**src/rtl/unified_mem_arbiter.sv**
```systemverilog
// Arbiter sharing one single-ported, fixed-latency memory between the IF and MEM stages.
// Grants alternate on contention; each access returns a one-cycle rdy pulse to its port.
module unified_mem_arbiter #(
  parameter int MEM_LAT = 4,
  parameter int ADDR_W  = 16,
  parameter int DATA_W  = 16
) (
  input  logic              clk,
  input  logic              rst_n,
  input  logic              i_req,
  input  logic [ADDR_W-1:0] i_addr,
  input  logic              i_flush,
  output logic              i_rdy,
  output logic [DATA_W-1:0] i_data,
  input  logic              d_re,
  input  logic              d_we,
  input  logic [ADDR_W-1:0] d_addr,
  input  logic [DATA_W-1:0] d_wdata,
  output logic              d_rdy,
  output logic [DATA_W-1:0] d_rdata,
  input  logic              hlt,
  output logic              mem_en,
  output logic              mem_we,
  output logic [ADDR_W-1:0] mem_addr,
  output logic [DATA_W-1:0] mem_wdata,
  input  logic [DATA_W-1:0] mem_rdata,
  output logic              stall_if,
  output logic              stall_mem
);

  typedef enum logic [1:0] {
    IDLE  = 2'd0,
    ACC_I = 2'd1,
    ACC_D = 2'd2
  } state_t;

  localparam logic [3:0] CNT_INIT = 4'(MEM_LAT - 1);

  state_t            state;
  state_t            state_next;
  logic [3:0]        cnt;
  logic              last_d;
  logic              flushed;
  logic              we_q;
  logic [ADDR_W-1:0] addr_q;
  logic [DATA_W-1:0] wdata_q;

  logic d_req;
  logic i_req_m;
  logic d_req_m;
  logic grant_i;
  logic grant_d;
  logic done;

  // Handshake: a port raises its request with stable operands and holds them until
  // its rdy pulse; rdy is high for exactly one cycle with the data register valid,
  // and the requester may drop or change the request in the following cycle.
  assign d_req   = d_re | d_we;
  assign i_req_m = i_req & ~i_rdy & ~i_flush;
  assign d_req_m = d_req & ~d_rdy;

  always_ff @(posedge clk) begin
    if (!rst_n) state <= IDLE;
    else        state <= state_next;
  end

  always_comb begin
    state_next = state;
    grant_i    = 1'b0;
    grant_d    = 1'b0;
    done       = 1'b0;
    unique case (state)
      IDLE: begin
        if (!hlt) begin
          // On a tie the port that did not win last time goes first.
          if (d_req_m && (!i_req_m || !last_d)) grant_d = 1'b1;
          else if (i_req_m)                     grant_i = 1'b1;
        end
        if (grant_d)      state_next = ACC_D;
        else if (grant_i) state_next = ACC_I;
      end
      ACC_I, ACC_D: begin
        if (cnt == 4'd0) begin
          done       = 1'b1;
          state_next = IDLE;
        end
      end
      default: state_next = IDLE;
    endcase
  end

  always_comb begin
    mem_en    = 1'b0;
    mem_we    = 1'b0;
    mem_addr  = '0;
    mem_wdata = '0;
    if (state != IDLE) begin
      mem_en    = 1'b1;
      mem_we    = we_q;
      mem_addr  = addr_q;
      mem_wdata = wdata_q;
    end
  end

  assign stall_if  = i_req & ~i_rdy & ~i_flush;
  assign stall_mem = d_req & ~d_rdy;

  always_ff @(posedge clk) begin
    if (!rst_n) begin
      cnt     <= 4'd0;
      last_d  <= 1'b0;
      flushed <= 1'b0;
      we_q    <= 1'b0;
      addr_q  <= '0;
      wdata_q <= '0;
      i_rdy   <= 1'b0;
      d_rdy   <= 1'b0;
      i_data  <= '0;
      d_rdata <= '0;
    end else begin
      i_rdy <= 1'b0;
      d_rdy <= 1'b0;
      if (grant_i || grant_d) begin
        cnt     <= CNT_INIT;
        last_d  <= grant_d;
        flushed <= 1'b0;
        we_q    <= grant_d & d_we;
        addr_q  <= grant_d ? d_addr : i_addr;
        wdata_q <= grant_d ? d_wdata : '0;
      end else if (state != IDLE) begin
        cnt <= done ? 4'd0 : cnt - 4'd1;
        // A flush anywhere in the fetch kills its result; the memory still finishes.
        if (state == ACC_I && i_flush) flushed <= 1'b1;
        if (done) begin
          if (state == ACC_I) begin
            if (!(flushed || i_flush)) begin
              i_data <= mem_rdata;
              i_rdy  <= 1'b1;
            end
          end else begin
            d_rdy <= 1'b1;
            if (!we_q) d_rdata <= mem_rdata;
          end
        end
      end
    end
  end

endmodule
```
**config.mk**
```make
export PLATFORM = sky130hd
export DESIGN_NAME = unified_mem_arbiter
export DESIGN_NICKNAME = d
export VERILOG_FILES = /design/src/rtl/unified_mem_arbiter.sv
export SDC_FILE = /design/constraint.sdc
export NUM_CORES = 1
export LEC_CHECK = 0
export ABC_AREA = 1
export BUFFER_PORTS_ARGS = -buffer_cell sky130_fd_sc_hd__clkbuf_2
export CORE_UTILIZATION = 48
export CTS_CLUSTER_SIZE = 16
export DETAILED_ROUTE_END_ITERATION = 12
export HOLD_SLACK_MARGIN = 0.08
export PLACE_DENSITY = 0.84
export SLEW_MARGIN = 20
export SYNTH_ARGS = -nofsm -noshare
export SYNTH_HDL_FRONTEND = slang
export SYNTH_SLANG_ARGS = --single-unit
```
**constraint.sdc**
```tcl
create_clock -name clk -period 1.85 [get_ports clk]
set_input_delay 0.0925 -clock clk [delete_from_list [all_inputs] [get_ports clk]]
set_output_delay 0.0925 -clock clk [all_outputs]
set_load 0.005 [all_outputs]
```
==> results.toml, run 1 <==
[synth]
synth_edf_count = 0
synth.avg_cell_area_um2 = 7.35
ys_types = 31
syn_inst = 468
synth_common_cells = "inv_1, nand2_1, dfxtp_1"
synthesis.nets = 544
synth_area_leaders = "dfxtp_1, inv_1, nand2_1, o21ai_0, a21oi_1"
synthAdderAreaFrac_pct = 1.82
synth_xor_area_share_pct = 0.509
syn_area_um2 = 3440
synth_flop_cell = "dfxtp_1"
yosysTopAreaCellShare_pct = 43.7
async_flop_share_pct = 0
yosys_warnings = 0
synth-compound-area-share_pct = 13.5
synthSimpleGateAreaFrac_pct = 25.6
yosys.cell_count.top_type = "inv_1"
synth-seq-cells = 75
muxShareOfSynthArea_pct = 0
seq_area_frac_synth_pct = 43.7
synth_top_family_by_area = "simple AND/OR/NAND/NOR gates"
synth_top_area_cell = "dfxtp_1"

[critical_path]
r2r_end = "i_data[14]"
endpoint_kind = "flip-flop"
crit_cells = 7
required_ns = 2.11
crit_buf_inv = 2
cp_max_fo = 32
path_class = "reg2reg"
r2r_cells = 7
reg2reg_slack_ns = 0.17
worstPathArrival_ns = 1.94
critPathSlowestCell = "dfxtp_1"
worst_setup_path_start_kind = "flip-flop"
crit_chain = "inv_1 -> ha_2 -> nand4_2 -> nor2_2 -> buf_12 -> o21ai_0 -> a21oi_1"
max_stage_delay_ns = 0.39
timing.rr.start = "state[0]"
worst_path_dominant_cell_family = "flip-flops"

[floorplanning]
num_rows = 30
start_util_pct = 50.1
die_x_um = 86.7
die_h_um = 86.7
boundaryPins = 141
core_um2 = 6870
fp.dieArea_um2 = 7510

[power_and_ir_drop]
ir_drop_uv = 734
p_leak_uw = 0.00251
power_density_nw_per_um2 = 994

[global_route]
grt_pass1_vias = 3469
antenna_found_initial = 0
grt_overflow = 0
grt_max_degree = 34
grt_usage_pct = 25.9
grt_pass1_wl_um = 15300

[placement]
place_congestion = 0.873
dp_hpwl_um = 5760
port_buffers = 140
dpl_worst_slack_ns = 0.212
placed_cells = 686

[hold_path]
hp-class = "in2reg"
holdPathStages = 5
min_to = "addr_q[12]"
worst_hold_startpoint = "d_addr[12]"

[detailed_routing]
drtAntennaViolNets = 0
drt-total-wl_um = 9530
route.detailed.drc = 0
dr.pass1.iters = 5
vias_per_cell = 4.84
vias = 3624
wl_per_cell_um = 12.7
drt_iter0_markers = 176

[sta]
slew_viol_final = 0
fmax_mhz = 594
tns_ns = 0
hold_viol_final = 0
skew_ns = 0.00664
timing.hold.ws_ns = 0.101
rsz0062_at_grt = "no"
worst_pin_slew_ns = 0.406
setup_viol = 0
fin_crit_ns = 1.68
finalCritPeriodShare_pct = 91.0
relSlewSlack_pct = 72.9
setup_slack_ns = 0.167

[clocking]
clkTransAtPathRegs_ns = 0.07
clock_latency_ns = 0.33
cts_tree = "yes"
cts.sinks = 75
cts-root-buf = "clkbuf_8"
clock_path_buffers = 2
cts_made_buffers = 9
htree_levels = 3

[layout]
fill_cells = 514
diodes = 0
area_growth_pct = 41.0
final_util_pct = 70.6
finalNetCount = 725
stdcell_count = 748
final_layout_size_suffix_gt1_share_pct = 29.0

[run]
cap_violations = 0

[status]
status = "finished clean"
-- sequential cells by signal, summed over array words and instances (netlist names) --
name     count
addr_q      16
cnt          4
d_rdata     16
d_rdy        1
flushed      1
i_data      16
i_rdy        1
last_d       1
state        2
wdata_q     16
we_q         1
-- report_power, final --
group,internal [uW],switching [uW]
clock,544,543
combinational,654,1080
sequential,1880,126
total,3080,1750
-- worst reg2reg max path: cells and delay by family, from the launching register on --
family | cells | cell delay [ns]
compound gates | 2 | 0.26
buf+inv | 2 | 0.26
flops | 1 | 0.39
simple gates | 2 | 0.37
fa+ha+maj | 1 | 0.33
-- repair_timing --
action,CTS,global route
buffers inserted,0,0
hold endpoints to repair,63,0
endpoints found under the setup margin,0,2
hold buffers,48,0
gates resized for setup,0,1
-- cell usage in the layout, fill, tap and decap left out, types with 2 or more instances in the layout --
master,instances
dfxtp_1,75
a21oi_1,35
nand2_4,2
ha_1,4
o21ai_2,10
clkbuf_2,140
inv_2,2
nor2_1,41
inv_1,97
buf_12,2
nor2_8,2
nor2_2,2
nand3_4,3
clkbuf_8,11
nand3_1,20
dlygate4sd3_1,48
nand2_1,77
nand2_2,2
nand4_1,18
o21ai_0,39
xor2_1,2
buf_4,3
nor3_1,4
-- worst max-delay path by stage --
stage               slack, ns          end  startpoint
finish                   0.17   i_data[14]    state[0]
CTS                      0.09  mem_addr[8]    state[1]
floorplan                0.43       cnt[1]    state[0]
global placement         0.30   d_rdata[4]    state[0]
detailed placement       0.21   d_rdata[7]    state[0]
global route             0.02   i_data[11]    state[0]
-- area by class of cell --
| cell class | count | area (um2) | area share [%] |
|---|---|---|---|
| Multi-Input combinational cell | 269 | 1430 | 29.4 |
| Clock buffer | 12 | 155 | 3.20 |
| Sequential cell | 75 | 1500 | 31.0 |
| Clock inverter | 2 | 12.5 | 0.258 |
| Timing Repair Buffer | 194 | 1250 | 25.9 |
| Tap cell | 96 | 120 | 2.48 |
| Inverter | 100 | 380 | 7.84 |
-- logic make-up after synthesis --
family | count (synthesis)
simple gates | 177
buf+inv | 124
compound gates | 85
fa+ha+maj | 5
flops | 75
xor+xnor | 2
-- through the flow --
| step | total power (uW) | instance area (um2) |
|---|---|---|
| final | 4820 | 4850 |
| after global routing | 5150 | 4850 |
| after CTS | 4820 | 4850 |
| after detailed placement | 3640 | 4200 |
| after global placement | 3580 | 4200 |
| after floorplan | 3160 | 3440 |
-- layer usage --
layer | track usage [%] | up-vias | wire, um
met1 | 30.0 | 1645 | 4110
met5 | 0 | - | 0
met4 | 10.5 | 0 | 172
met2 | 45.7 | 153 | 4590
li1 | - | 1808 | -
met3 | 6.48 | 18 | 658
(Power assumes the default switching activity.)
==> run 2: changes to the inputs <==
- CORE_UTILIZATION: 48 -> 52
- PLACE_DENSITY: 0.84 -> 0.85
- SETUP_SLACK_MARGIN: default -> 0.3
- clock period: 1.85 -> 2 ns (I/O delays scaled with it)
==> results.toml, run 2 (synthesized netlist as in run 1, its figures left out) <==
[critical_path]
worst_setup_path_start_kind = "input port"
endpoint_kind = "flip-flop"
worstPathArrival_ns = 1.87
cp_max_fo = 20
timing.rr.start = "state[1]"
path_class = "in2reg"
r2r_end = "i_data[13]"
required_ns = 2.26
r2r_cells = 7
reg2reg_slack_ns = 0.40

[detailed_routing]
route.detailed.drc = 0
drtAntennaViolNets = 0
drt_iter0_markers = 200
vias_per_cell = 4.94
dr.pass1.iters = 5
wl_per_cell_um = 12.9
drt-total-wl_um = 9380
vias = 3598

[sta]
relSlewSlack_pct = 65.9
hold_viol_final = 0
fin_crit_ns = 1.61
setup_viol = 0
skew_ns = 0.00896
fmax_mhz = 621
rsz0062_at_grt = "yes"
slew_viol_final = 0
finalCritPeriodShare_pct = 80.5
worst_pin_slew_ns = 0.511
tns_ns = 0

[layout]
diodes = 0
final_layout_size_suffix_gt1_share_pct = 30.1
fill_cells = 452
finalNetCount = 722
final_common_cell = "clkbuf_2"
final_util_pct = 76.5
area_growth_pct = 41.2
final_cell_mix = "clkbuf_2, inv_1, nand2_1"

[clocking]
cts_tree = "yes"
cts_made_buffers = 9
clock_latency_ns = 0.34
cts-root-buf = "clkbuf_8"
clkTransAtPathRegs_ns = 0.08
htree_levels = 3
clock_path_buffers = 2
cts.sinks = 75

[global_route]
grt_pass1_wl_um = 15000
grt_overflow = 0
antenna_found_initial = 0
grt_max_degree = 34
grt_usage_pct = 26.5
grt_pass1_vias = 3428

[hold_path]
hp-class = "in2reg"
worst_hold_startpoint = "i_addr[1]"
holdPathStages = 5
min_to = "addr_q[1]"

[floorplanning]
core_um2 = 6350
start_util_pct = 54.2
num_rows = 29
die_x_um = 83.3
fp.dieArea_um2 = 6940
die_h_um = 83.3
boundaryPins = 141

[power_and_ir_drop]
power_density_nw_per_um2 = 942
p_leak_uw = 0.00249
ir_drop_uv = 550

[placement]
place_congestion = 0.832
dp_hpwl_um = 5690
port_buffers = 140

[run]
cap_violations = 0

[status]
status = "finished clean"
[run 2: power by group]
part / total (uW) / internal, uW / switching, uW
registers: 1860 / 1740 / 118
clock network: 1040 / 456 / 580
logic: 1680 / 655 / 1030
[run 2: through the flow]
step | setup slack [ns] | area, um2 | hold slack [ns] | std cells | power, uW
finish | 0.391 | 4860 | 0.0872 | 728 | 4580
global route | 0.282 | 4860 | 0.103 | 728 | 4890
CTS | 0.320 | 4760 | 0.0804 | 726 | 4460
detailed placement | 0.316 | 4150 | 0.307 | 667 | 3360
global placement | 0.417 | 4150 | 0.298 | 667 | 3310
floorplan | 0.576 | 3440 | 0.213 | 468 | 2920
[run 2: per-layer routing]
metal / vias up / track usage (%) / wire length (um)
li1: 1810 / - / -
met1: 1607 / 30.1 / 3880
met2: 153 / 47.3 / 4690
met3: 28 / 6.96 / 578
met4: 0 / 9.87 / 227
met5: - / 0 / 0
[run 2: worst max-delay path by stage]
| stage | start | endpoint | cells after the start |
|---|---|---|---|
| global route | state[1] | i_data[13] | 8 |
| detailed placement | state[0] | i_data[3] | 7 |
| floorplan | state[0] | cnt[1] | 9 |
| global placement | state[0] | i_data[0] | 7 |
| CTS | state[1] | mem_wdata[11] | 5 |
| finish | d_we | wdata_q[4] | 10 |
[run 2: cell type report]
class	instances	area [um2]	area share, %
Sequential cell	75	1500	30.9
Multi-Input combinational cell	270	1470	30.3
Timing Repair Buffer	190	1230	25.3
Inverter	100	380	7.83
Clock buffer	9	124	2.55
Tap cell	77	96.3	1.98
Clock inverter	7	51.3	1.06
[run 2: worst max-delay path, stage by stage]
cell and delay (ns):
dlygate4sd3_1 0.54, clkbuf_2 0.11, inv_1 0.04, nand2_2 0.09, nand3_4 0.10, clkinv_4 0.14, nand3_4 0.28, nor2_4 0.31
nand2_1 0.07, o21ai_0 0.08
[run 2: repair_timing]
action | 4_1_cts | 5_1_grt
gates resized for setup | 1 | 12
gates cloned | 0 | 2
hold buffers | 43 | 0
buffers inserted | 0 | 0
setup endpoints to repair | 1 | 69
endpoints found under the hold margin | 59 | 0
pin swaps | 0 | 2
